$ cat src/rtl/pe_seq_if.sv
// Stream and PE-drive bundle of the 3x3 PE job sequencer.
// The sequencer uses the master view. The environment (buffers and PE) uses the slave view.
interface pe_seq_if #(
    parameter int DW = 8,
    parameter int NK = 9
);
    logic              w_valid;
    logic [DW-1:0]     w_data;
    logic              w_ready;
    logic              x_valid;
    logic [DW*NK-1:0]  x_data;
    logic              x_ready;
    logic [DW*NK-1:0]  pe_in;
    logic [DW*NK-1:0]  pe_weight;
    logic [15:0]       pe_bias;
    logic [1:0]        pe_bound;
    logic [2:0]        pe_step;
    logic              pe_en;
    logic [DW-1:0]     pe_out;
    logic              pe_out_en;
    logic              y_valid;
    logic [DW-1:0]     y_data;

    modport master (
        input  w_valid, w_data, x_valid, x_data, pe_out, pe_out_en,
        output w_ready, x_ready, pe_in, pe_weight, pe_bias, pe_bound, pe_step, pe_en,
               y_valid, y_data
    );

    modport slave (
        output w_valid, w_data, x_valid, x_data, pe_out, pe_out_en,
        input  w_ready, x_ready, pe_in, pe_weight, pe_bias, pe_bound, pe_step, pe_en,
               y_valid, y_data
    );
endinterface

$ cat src/rtl/pe_seq.sv
// Job sequencer for one 3x3 processing element: latches the job configuration,
// loads nine kernel weights, streams len windows into the PE, and counts PE
// results. A drain watchdog stops a job whose PE stops answering.
module pe_seq #(
    parameter int DW   = 8,
    parameter int NK   = 9,
    parameter int CW   = 16,
    parameter int WDOG = 15
) (
    input  logic          clk,
    input  logic          reset,
    input  logic          start,
    input  logic [CW-1:0] cfg_len,
    input  logic [15:0]   cfg_bias,
    input  logic [1:0]    cfg_bound,
    input  logic [2:0]    cfg_step,
    pe_seq_if.master      bus,
    output logic          busy,
    output logic          done,
    output logic          err
);
    localparam int WCW = $clog2(NK);
    localparam int WDW = $clog2(WDOG + 1);
    localparam logic [WCW-1:0] WCNT_LAST = WCW'(NK - 1);
    localparam logic [WDW-1:0] WD_LAST   = WDW'(WDOG - 1);

    typedef enum logic [2:0] {
        IDLE  = 3'd0,
        LOADW = 3'd1,
        RUN   = 3'd2,
        DRAIN = 3'd3,
        DONE  = 3'd4
    } state_t;

    state_t             state_r, state_nxt_s;
    logic [CW-1:0]      len_r, len_nxt_s;
    logic [CW-1:0]      in_cnt_r, in_cnt_nxt_s;
    logic [CW-1:0]      out_cnt_r, out_cnt_nxt_s;
    logic [WCW-1:0]     wcnt_r, wcnt_nxt_s;
    logic [WDW-1:0]     wd_r, wd_nxt_s;
    logic [DW*NK-1:0]   weight_r, weight_nxt_s;
    logic [DW*NK-1:0]   pe_in_r, pe_in_nxt_s;
    logic               pe_en_r, pe_en_nxt_s;
    logic [15:0]        bias_r, bias_nxt_s;
    logic [1:0]         bound_r, bound_nxt_s;
    logic [2:0]         step_r, step_nxt_s;
    logic               y_valid_r, y_valid_nxt_s;
    logic [DW-1:0]      y_data_r, y_data_nxt_s;
    logic               err_r, err_nxt_s;
    logic               busy_r, done_r, w_ready_r, x_ready_r;
    logic               w_hs_s, x_hs_s, last_in_s, last_out_s, wd_exp_s;

    assign bus.w_ready   = w_ready_r;
    assign bus.x_ready   = x_ready_r;
    assign bus.pe_in     = pe_in_r;
    assign bus.pe_weight = weight_r;
    assign bus.pe_bias   = bias_r;
    assign bus.pe_bound  = bound_r;
    assign bus.pe_step   = step_r;
    assign bus.pe_en     = pe_en_r;
    assign bus.y_valid   = y_valid_r;
    assign bus.y_data    = y_data_r;
    assign busy          = busy_r;
    assign done          = done_r;
    assign err           = err_r;

    // Next-state and next-register values for the whole job flow.
    always_comb begin
        state_nxt_s   = state_r;
        len_nxt_s     = len_r;
        in_cnt_nxt_s  = in_cnt_r;
        out_cnt_nxt_s = out_cnt_r;
        wcnt_nxt_s    = wcnt_r;
        wd_nxt_s      = wd_r;
        weight_nxt_s  = weight_r;
        pe_in_nxt_s   = pe_in_r;
        pe_en_nxt_s   = 1'b0;
        bias_nxt_s    = bias_r;
        bound_nxt_s   = bound_r;
        step_nxt_s    = step_r;
        y_valid_nxt_s = 1'b0;
        y_data_nxt_s  = y_data_r;
        err_nxt_s     = err_r;
        w_hs_s        = bus.w_valid && w_ready_r;
        x_hs_s        = bus.x_valid && x_ready_r;
        last_in_s     = x_hs_s && ((in_cnt_r + CW'(1)) == len_r);
        last_out_s    = bus.pe_out_en && ((out_cnt_r + CW'(1)) == len_r);
        wd_exp_s      = (state_r == DRAIN) && !bus.pe_out_en && (wd_r == WD_LAST);

        case (state_r)
            IDLE: begin
                if (start) begin
                    err_nxt_s = 1'b0;
                    if (cfg_len != '0) begin
                        len_nxt_s     = cfg_len;
                        bias_nxt_s    = cfg_bias;
                        bound_nxt_s   = cfg_bound;
                        step_nxt_s    = cfg_step;
                        in_cnt_nxt_s  = '0;
                        out_cnt_nxt_s = '0;
                        wcnt_nxt_s    = '0;
                        wd_nxt_s      = '0;
                        state_nxt_s   = LOADW;
                    end else begin
                        // An empty job completes without touching the PE configuration.
                        state_nxt_s = DONE;
                    end
                end else begin
                    state_nxt_s = IDLE;
                end
            end
            LOADW: begin
                if (w_hs_s) begin
                    // weight[0] sits in the most significant byte lane.
                    for (int i = 0; i < NK; i++) begin
                        if (wcnt_r == WCW'(i)) begin
                            weight_nxt_s[DW*(NK-i)-1 -: DW] = bus.w_data;
                        end else begin
                            weight_nxt_s[DW*(NK-i)-1 -: DW] = weight_r[DW*(NK-i)-1 -: DW];
                        end
                    end
                    wcnt_nxt_s = wcnt_r + WCW'(1);
                    if (wcnt_r == WCNT_LAST) begin
                        state_nxt_s = RUN;
                    end else begin
                        state_nxt_s = LOADW;
                    end
                end else begin
                    state_nxt_s = LOADW;
                end
            end
            RUN, DRAIN: begin
                if (x_hs_s) begin
                    pe_in_nxt_s  = bus.x_data;
                    pe_en_nxt_s  = 1'b1;
                    in_cnt_nxt_s = in_cnt_r + CW'(1);
                end else begin
                    pe_en_nxt_s = 1'b0;
                end
                if (bus.pe_out_en) begin
                    out_cnt_nxt_s = out_cnt_r + CW'(1);
                    y_valid_nxt_s = 1'b1;
                    y_data_nxt_s  = bus.pe_out;
                    wd_nxt_s      = '0;
                end else if (state_r == DRAIN) begin
                    wd_nxt_s = wd_r + WDW'(1);
                end else begin
                    wd_nxt_s = '0;
                end
                // Completion outranks the watchdog and the RUN-to-DRAIN step.
                if (last_out_s) begin
                    state_nxt_s = DONE;
                end else if (wd_exp_s) begin
                    err_nxt_s   = 1'b1;
                    state_nxt_s = DONE;
                end else if ((state_r == RUN) && last_in_s) begin
                    state_nxt_s = DRAIN;
                end else begin
                    state_nxt_s = state_r;
                end
            end
            DONE: begin
                state_nxt_s = IDLE;
            end
            default: begin
                state_nxt_s = IDLE;
            end
        endcase
    end

    // State, counters, PE drive and status registers; status outputs decode the next state.
    always_ff @(posedge clk or negedge reset) begin
        if (!reset) begin
            state_r   <= IDLE;
            len_r     <= '0;
            in_cnt_r  <= '0;
            out_cnt_r <= '0;
            wcnt_r    <= '0;
            wd_r      <= '0;
            weight_r  <= '0;
            pe_in_r   <= '0;
            pe_en_r   <= 1'b0;
            bias_r    <= '0;
            bound_r   <= '0;
            step_r    <= '0;
            y_valid_r <= 1'b0;
            y_data_r  <= '0;
            err_r     <= 1'b0;
            busy_r    <= 1'b0;
            done_r    <= 1'b0;
            w_ready_r <= 1'b0;
            x_ready_r <= 1'b0;
        end else begin
            state_r   <= state_nxt_s;
            len_r     <= len_nxt_s;
            in_cnt_r  <= in_cnt_nxt_s;
            out_cnt_r <= out_cnt_nxt_s;
            wcnt_r    <= wcnt_nxt_s;
            wd_r      <= wd_nxt_s;
            weight_r  <= weight_nxt_s;
            pe_in_r   <= pe_in_nxt_s;
            pe_en_r   <= pe_en_nxt_s;
            bias_r    <= bias_nxt_s;
            bound_r   <= bound_nxt_s;
            step_r    <= step_nxt_s;
            y_valid_r <= y_valid_nxt_s;
            y_data_r  <= y_data_nxt_s;
            err_r     <= err_nxt_s;
            busy_r    <= (state_nxt_s != IDLE);
            done_r    <= (state_nxt_s == DONE);
            w_ready_r <= (state_nxt_s == LOADW);
            x_ready_r <= (state_nxt_s == RUN);
        end
    end
endmodule

$ cat src/flat_wrapper.sv
// flat-port wrapper written by rule: the top's interface ports become plain ports
module pe_seq_flat 
#(
    parameter int DW   = 8,
    parameter int NK   = 9,
    parameter int CW   = 16,
    parameter int WDOG = 15
)
  (clk, reset, start, cfg_len, cfg_bias, cfg_bound, cfg_step, busy, done, err, bus_w_valid, bus_w_data, bus_x_valid, bus_x_data, bus_pe_out, bus_pe_out_en, bus_w_ready, bus_x_ready, bus_pe_in, bus_pe_weight, bus_pe_bias, bus_pe_bound, bus_pe_step, bus_pe_en, bus_y_valid, bus_y_data);
  pe_seq_if #(.DW(DW), .NK(NK)) bus_i ();
  input  logic clk;
  input  logic reset;
  input  logic start;
  input  logic [CW-1:0] cfg_len;
  input  logic [15:0] cfg_bias;
  input  logic [1:0] cfg_bound;
  input  logic [2:0] cfg_step;
  output logic busy;
  output logic done;
  output logic err;
  input wire logic [$bits(bus_i.w_valid)-1:0] bus_w_valid;
  input wire logic [$bits(bus_i.w_data)-1:0] bus_w_data;
  input wire logic [$bits(bus_i.x_valid)-1:0] bus_x_valid;
  input wire logic [$bits(bus_i.x_data)-1:0] bus_x_data;
  input wire logic [$bits(bus_i.pe_out)-1:0] bus_pe_out;
  input wire logic [$bits(bus_i.pe_out_en)-1:0] bus_pe_out_en;
  output wire logic [$bits(bus_i.w_ready)-1:0] bus_w_ready;
  output wire logic [$bits(bus_i.x_ready)-1:0] bus_x_ready;
  output wire logic [$bits(bus_i.pe_in)-1:0] bus_pe_in;
  output wire logic [$bits(bus_i.pe_weight)-1:0] bus_pe_weight;
  output wire logic [$bits(bus_i.pe_bias)-1:0] bus_pe_bias;
  output wire logic [$bits(bus_i.pe_bound)-1:0] bus_pe_bound;
  output wire logic [$bits(bus_i.pe_step)-1:0] bus_pe_step;
  output wire logic [$bits(bus_i.pe_en)-1:0] bus_pe_en;
  output wire logic [$bits(bus_i.y_valid)-1:0] bus_y_valid;
  output wire logic [$bits(bus_i.y_data)-1:0] bus_y_data;
  assign bus_i.w_valid = bus_w_valid;
  assign bus_i.w_data = bus_w_data;
  assign bus_i.x_valid = bus_x_valid;
  assign bus_i.x_data = bus_x_data;
  assign bus_i.pe_out = bus_pe_out;
  assign bus_i.pe_out_en = bus_pe_out_en;
  assign bus_w_ready = bus_i.w_ready;
  assign bus_x_ready = bus_i.x_ready;
  assign bus_pe_in = bus_i.pe_in;
  assign bus_pe_weight = bus_i.pe_weight;
  assign bus_pe_bias = bus_i.pe_bias;
  assign bus_pe_bound = bus_i.pe_bound;
  assign bus_pe_step = bus_i.pe_step;
  assign bus_pe_en = bus_i.pe_en;
  assign bus_y_valid = bus_i.y_valid;
  assign bus_y_data = bus_i.y_data;
  pe_seq #(.DW(DW), .NK(NK), .CW(CW), .WDOG(WDOG)) u_core (.clk(clk), .reset(reset), .start(start), .cfg_len(cfg_len), .cfg_bias(cfg_bias), .cfg_bound(cfg_bound), .cfg_step(cfg_step), .bus(bus_i), .busy(busy), .done(done), .err(err));
endmodule
$ cat config.mk
export PLATFORM = sky130hd
export DESIGN_NAME = pe_seq_flat
export DESIGN_NICKNAME = d
export VERILOG_FILES = /design/src/rtl/pe_seq_if.sv /design/src/rtl/pe_seq.sv /design/src/flat_wrapper.sv
export SDC_FILE = /design/constraint.sdc
export NUM_CORES = 1
export LEC_CHECK = 0
export ABC_AREA = 1
export CORE_MARGIN = 5
export CORE_UTILIZATION = 43
export CTS_CLUSTER_DIAMETER = 40
export DETAILED_ROUTE_END_ITERATION = 8
export PLACE_DENSITY = 0.84
export SLEW_MARGIN = 25
export SYNTH_ARGS = -nofsm -noshare
export SYNTH_HDL_FRONTEND = slang
export SYNTH_SLANG_ARGS = --single-unit
$ cat constraint.sdc
create_clock -name clk -period 1.9 [get_ports clk]
set_input_delay 0.285 -clock clk [delete_from_list [all_inputs] [get_ports clk]]
set_output_delay 0.285 -clock clk [all_outputs]
set_load 0.05 [all_outputs]
==> flow_metrics.tcl, run 1 <==
set metrics [dict create \
    holdWs_ps 285 \
    drt_iter0_drc 635 \
    crit_path_start_kind "register" \
    pwr-share-clk 0.244 \
    vdd_ir_drop_max_v 0.00148 \
    portBuffers 310 \
    setup_viol 5 \
    synth_cells 1279 \
    tns_ps -602 \
    fin_nets 1853 \
    die_y_um 166 \
    outcome "finished, violations left" \
    finalCriticalPeriod_ps 2090 \
    critPathLaunch "u_core.out_cnt_r[1]" \
    violations "negative setup slack" \
    num_vias 10300 \
    cts.reportedPaths.clkPinSlew_ps 60 \
    wl_per_cell_um 16.6 \
    r2r-end "u_core.busy" \
    cts-root-buf "clkbuf_16" \
    netlist_area_sq_um 10500 \
    tritoncts "yes" \
    setup_ws_ps -193 \
    crit_required_ps 2280 \
    htree_levels 2 \
    rsz0062_at_grt "yes" \
    mostFrequentLayoutCells "nand2_1 (539), dfrtp_1 (238), dlygate4sd2_1 (164)" \
    first_pass_iters 5 \
    drc 0 \
    layout_commonest_cell "nand2_1" \
    drv_slew 0 \
    min_period_over_period 1.10 \
    fin_area_sq_um 16200 \
    die_area_sq_um 27600 \
    leakage_nw 8.40 \
    pwr_density_cell_nw_per_um2 1720 \
    clock_path_buffers 3 \
    hold_path.class "in2async" \
    p_seq_frac 0.293 \
    drive_gt1_frac 0.168 \
    grt.total_usage 0.242 \
    dpl_cell_area_sq_um 14700 \
    reg2reg_depth 14 \
    cts.sinks 239 \
    grt_pass1_wl_mm 55.2 \
    core_area_sq_um 24200 \
    clkLatencyLatePin_ps 510 \
    p_total_mw 27.7 \
    finClkSkew_ps 19.8 \
    initial_core_util 0.433 \
    syn2layout_area_growth_pct 54.3 \
    syn_area_per_cell_sq_um 8.19 \
    utilization 0.668 \
    relSlewSlack 0.635 \
    ys_seq_area_frac 0.571 \
    die_w_um 166 \
    ys_warn_count 0 \
    numCtsBuffers 38 \
    drt_wl_total_mm 34.3 \
    crit_fanout 3 \
    ios 311 \
    rr_startpoint "u_core.out_cnt_r[1]" \
    ant_nets 0 \
    hold_viol 0 \
    crit_type "reg2reg" \
    cp-endpoint "u_core.busy" \
    dp_hpwl_mm 24.4 \
    routabilityCongestion 0.938 \
    num_rows 57 \
    reg2reg_slack_ps -190 \
    vias_per_cell 4.99 \
    cp.arrival_ps 2470 \
    syn_nets 1418 \
    max_cap_viol_count 0 \
    gr-total-overflow 0 \
    tightest_slew_ps 549 \
    max_freq_ghz 0.478 \
    swShare 0.472 \
    synthDistinctLibCells 32 \
    endpoint_kind "register" \
    antenna_found_initial 2 \
    power.switching_mw 13.1 \
    grt_max_degree 87 \
    power.internal_mw 14.6 \
    grt_pass1_vias 10800 \
    ys_ff_latch 239 \
    pwr-share-comb 0.463 \
]
## cells by family after synthesis
| family | count (synthesis) | synth area share |
|---|---|---|
| buffers and inverters | 133 | 0.0484 |
| AOI/OAI and AO/OA | 142 | 0.0703 |
| DFF | 239 | 0.571 |
| and+or+nand+nor | 753 | 0.297 |
| xor gates and xnor gates | 4 | 0.00335 |
| adders and majority gates | 8 | 0.00956 |
## area by class of cell
cell class	count	area, sq um
fillers	1982	8020
multi-input cells	907	4280
clock buffers	44	1000
diodes	1	2.50
inverters	94	362
repair buffers	433	3870
flip-flops and latches	239	5980
well taps	324	405
clock inverters	25	249
repair inverters	1	7.51
## cell usage after synthesis (all sizes together)
cell,n,area share
ha,8,0.0096
nand2b,1,0.00060
buf,14,0.0057
nor2,69,0.031
a31oi,1,0.00060
or2,1,0.00060
nor4,4,0.0024
nand2,562,0.20
dfrtp,239,0.57
a21oi,6,0.0029
o22ai,17,0.010
xor2,2,0.0017
nand3b,1,0.00072
inv,94,0.034
nand4,27,0.016
clkbuf,25,0.0090
nor3,6,0.0033
nand3,80,0.039
a21boi,1,0.00072
xnor2,2,0.0017
o21ai,117,0.056
nor3b,2,0.0014
## worst min-delay path by stage
stage | to | cells past startpoint | start | slack, ps
2_1_floorplan | u_core.bus.pe_bias[0] | 0 | reset | -10
3_3_place_gp | u_core.bus.pe_in[20] | 1 | reset | 230
3_5_place_dp | u_core.bus.pe_in[15] | 1 | reset | 230
4_1_cts | u_core.bus.pe_bias[2] | 3 | cfg_bias[2] | 290
5_1_grt | u_core.bus.pe_in[55] | 3 | bus_x_data[55] | 300
6_report | u_core.bus.pe_in[62] | 2 | reset | 280
## power groups by stage
stage          Combinational (mW)  Clock (mW)  Sequential, mW
4_1_cts                      12.7        6.89            8.09
3_5_place_dp                 13.5           0            8.16
5_1_grt                      13.7        7.17            8.37
2_1_floorplan                2.93           0            13.5
3_3_place_gp                 13.3           0            8.08
6_report                     12.9        6.76            8.12
## registers in the layout, indices dropped and copies added, names as in the netlist
| name | count |
|---|---|
| u_core.bus.pe_in | 72 |
| u_core.busy | 1 |
| u_core.done | 1 |
| u_core.bus.y_data | 8 |
| u_core.bus.pe_en | 1 |
| u_core.state_r | 3 |
| u_core.wd_r | 4 |
| u_core.in_cnt_r | 16 |
| u_core.bus.pe_bound | 2 |
| u_core.bus.pe_weight | 72 |
| u_core.wcnt_r | 4 |
| u_core.out_cnt_r | 16 |
| u_core.err | 1 |
| u_core.len_r | 16 |
| u_core.bus.y_valid | 1 |
| u_core.bus.pe_step | 3 |
| u_core.bus.pe_bias | 16 |
| u_core.bus.x_ready | 1 |
| u_core.bus.w_ready | 1 |
## timing repair
item / CTS / global route
gates cloned: 0 / 1
hold endpoints to repair: 49 / 0
setup buffers: 5 / 7
hold buffers: 1 / 0
gates resized for setup: 189 / 69
pin swaps: 9 / 37
setup endpoints to repair: 170 / 47
## metrics by stage
stage,std cells,worst slack [ps]
after floorplan,1279,76.6
after global routing,2068,-285
after detailed placement,1984,-409
after global placement,1984,-285
after CTS,2059,-84.6
final,2068,-193
## per-layer routing
layer,global-route usage,part of all wire
met1,0.289,0.38
met2,0.412,0.50
met5,0,0.00041
met3,0.0805,0.090
met4,0.0825,0.030
## worst max-delay path: stages (launching register included)
cell and delay (ps):
dfrtp_1 410, ha_4 310, inv_4 50, nand2_2 60, nand3_2 80, nor2_2 130, nand2_1 80, nor2_1 110
nand3_1 100, nor2_1 110, nand3_1 130, nor2_4 160, nor2_4 70, nor2_4 90, nand4_1 100
Power figures use the tool's default switching activity.
==> run 2: changes to the inputs <==
Settings changed: CTS_BUF_LIST set to sky130_fd_sc_hd__clkbuf_16.
==> flow_metrics.tcl, run 2 (same netlist as run 1, synthesis figures left out) <==
set metrics [dict create \
    grt_pass1_wl_mm 55.2 \
    min_period_over_period 1.10 \
    crit_path_start_kind "register" \
    cts-root-buf "clkbuf_16" \
    die_w_um 166 \
    syn2layout_area_growth_pct 54.2 \
    endpoint_kind "register" \
    initial_core_util 0.433 \
    dp_hpwl_mm 24.4 \
    power.switching_mw 13.1 \
    drc 0 \
    power.internal_mw 14.6 \
    wl_per_cell_um 16.6 \
    reg2reg_depth 14 \
    drive_gt1_frac 0.167 \
    rr_startpoint "u_core.out_cnt_r[1]" \
    swShare 0.474 \
    p_seq_frac 0.294 \
    fin_nets 1853 \
    finClkSkew_ps 17.1 \
    vdd_ir_drop_max_v 0.00148 \
    vias_per_cell 5.01 \
    core_area_sq_um 24200 \
    num_rows 57 \
    cts.reportedPaths.clkPinSlew_ps 60 \
    stdcell_count 2068 \
    htree_levels 2 \
    clock_path_buffers 3 \
    crit_type "reg2reg" \
    drt_wl_total_mm 34.3 \
    reg2reg_slack_ps -190 \
    outcome "finished, violations left" \
    portBuffers 310 \
    holdWs_ps 287 \
    rsz0062_at_grt "yes" \
    crit_fanout 3 \
    cp.arrival_ps 2460 \
    post-place-ws_ps -409 \
    finalCriticalPeriod_ps 2090 \
    layout_commonest_cell "nand2_1" \
    grt.total_usage 0.242 \
    numCtsBuffers 38 \
    pwr_density_cell_nw_per_um2 1710 \
    max_stage_delay_ps 410 \
    r2r-end "u_core.busy" \
    cp_cell_sequence "ha_4 > inv_4 > nand2_2 > nand3_2 > nor2_2 > nand2_1 > nor2_1 > nand3_1 > nor2_1 > nand3_1 > nor2_4 > nor2_4 > nor2_4 > nand4_1" \
    setup_ws_ps -187 \
    placed_cells 1984 \
    critPathBufInv 1 \
    num_vias 10400 \
    tritoncts "yes" \
    leakage_nw 8.42 \
    die_y_um 166 \
    cp_slowest_cell "dfrtp_1" \
    critical_path.top_delay_family "simple AND/OR/NAND/NOR gates" \
    crit_top_cell "nor2_4" \
    ios 311 \
    tightest_slew_ps 550 \
    hold_viol 0 \
    violations "negative setup slack" \
    relSlewSlack 0.635 \
    routabilityCongestion 0.938 \
    crit_required_ps 2280 \
    setup_viol 4 \
    drv_slew 0 \
    die_area_sq_um 27600 \
    hold_path.class "in2async" \
    gr-total-overflow 0 \
    clkLatencyLatePin_ps 510 \
    mostFrequentLayoutCells "nand2_1 (539), dfrtp_1 (238), dlygate4sd2_1 (164)" \
    cts.sinks 239 \
    grt_pass1_vias 10800 \
    first_pass_iters 5 \
    pwr-share-comb 0.465 \
    ant_nets 0 \
    drt_iter0_drc 642 \
    max_freq_ghz 0.479 \
    antenna_found_initial 2 \
    max_cap_viol_count 0 \
    pwr-share-clk 0.242 \
    tns_ps -574 \
    grt_max_degree 87 \
]
run 2: changes by cell type in the layout (fill, tap and decap cells not counted):
cell / delta
clkbuf_1: -4
clkbuf_8: -1
inv_1: +4
clkinv_1: +1
run 2: stage by stage:
step | total power, mW | utilization | instance area [sq um]
after floorplan | 16.4 | - | 10500
after global placement | 21.3 | 0.607 | 14700
after detailed placement | 21.6 | 0.607 | 14700
after CTS | 27.6 | 0.656 | 15900
after global routing | 29.2 | 0.668 | 16200
final | 27.7 | 0.668 | 16200
run 2: power by group through the flow:
stage	logic [mW]	clock network (mW)	registers (mW)
floorplan	2.93	0	13.5
global placement	13.3	0	8.08
global route	13.7	7.11	8.37
CTS	12.7	6.83	8.09
finish	12.9	6.70	8.13
detailed placement	13.5	0	8.16
run 2: final cells by class:
cell class	count	area, sq um
antenna	1	2.50
fill	1983	8030
sequential	239	5980
timing repair buffer	433	3870
inverter	94	362
tap	324	405
clock inverter	30	268
multi-input combinational	907	4280
timing repair inverter	1	7.51
clock buffer	39	976
run 2: repair_timing:
| action | CTS | global route |
|---|---|---|
| endpoints found under the setup margin | 170 | 47 |
| hold endpoints to repair | 49 | 0 |
| cloned | 0 | 1 |
| hold buffers | 1 | 0 |
| gates resized for setup | 189 | 69 |
| pin swaps | 9 | 37 |
| buffers inserted | 5 | 7 |
run 2: how the worst max path moves through the flow:
| stage | start | cells after the start | endpoint | slack, ps |
|---|---|---|---|---|
| after detailed placement | cfg_len[1] | 9 | u_core.in_cnt_r[10] | -410 |
| after CTS | u_core.out_cnt_r[0] | 15 | u_core.busy | -80 |
| after global placement | cfg_len[1] | 9 | u_core.in_cnt_r[10] | -290 |
| after global routing | u_core.out_cnt_r[0] | 14 | u_core.busy | -290 |
| after floorplan | u_core.out_cnt_r[1] | 14 | u_core.busy | 80 |
| final | u_core.out_cnt_r[1] | 14 | u_core.busy | -190 |
run 2: metal layers:
layer | track usage | wire, um | vias to the layer above
li1 | - | - | 4971
met1 | 0.289 | 13000 | 4929
met2 | 0.413 | 17200 | 381
met3 | 0.0805 | 3060 | 79
met4 | 0.0825 | 992 | 2
met5 | 0 | 14 | -
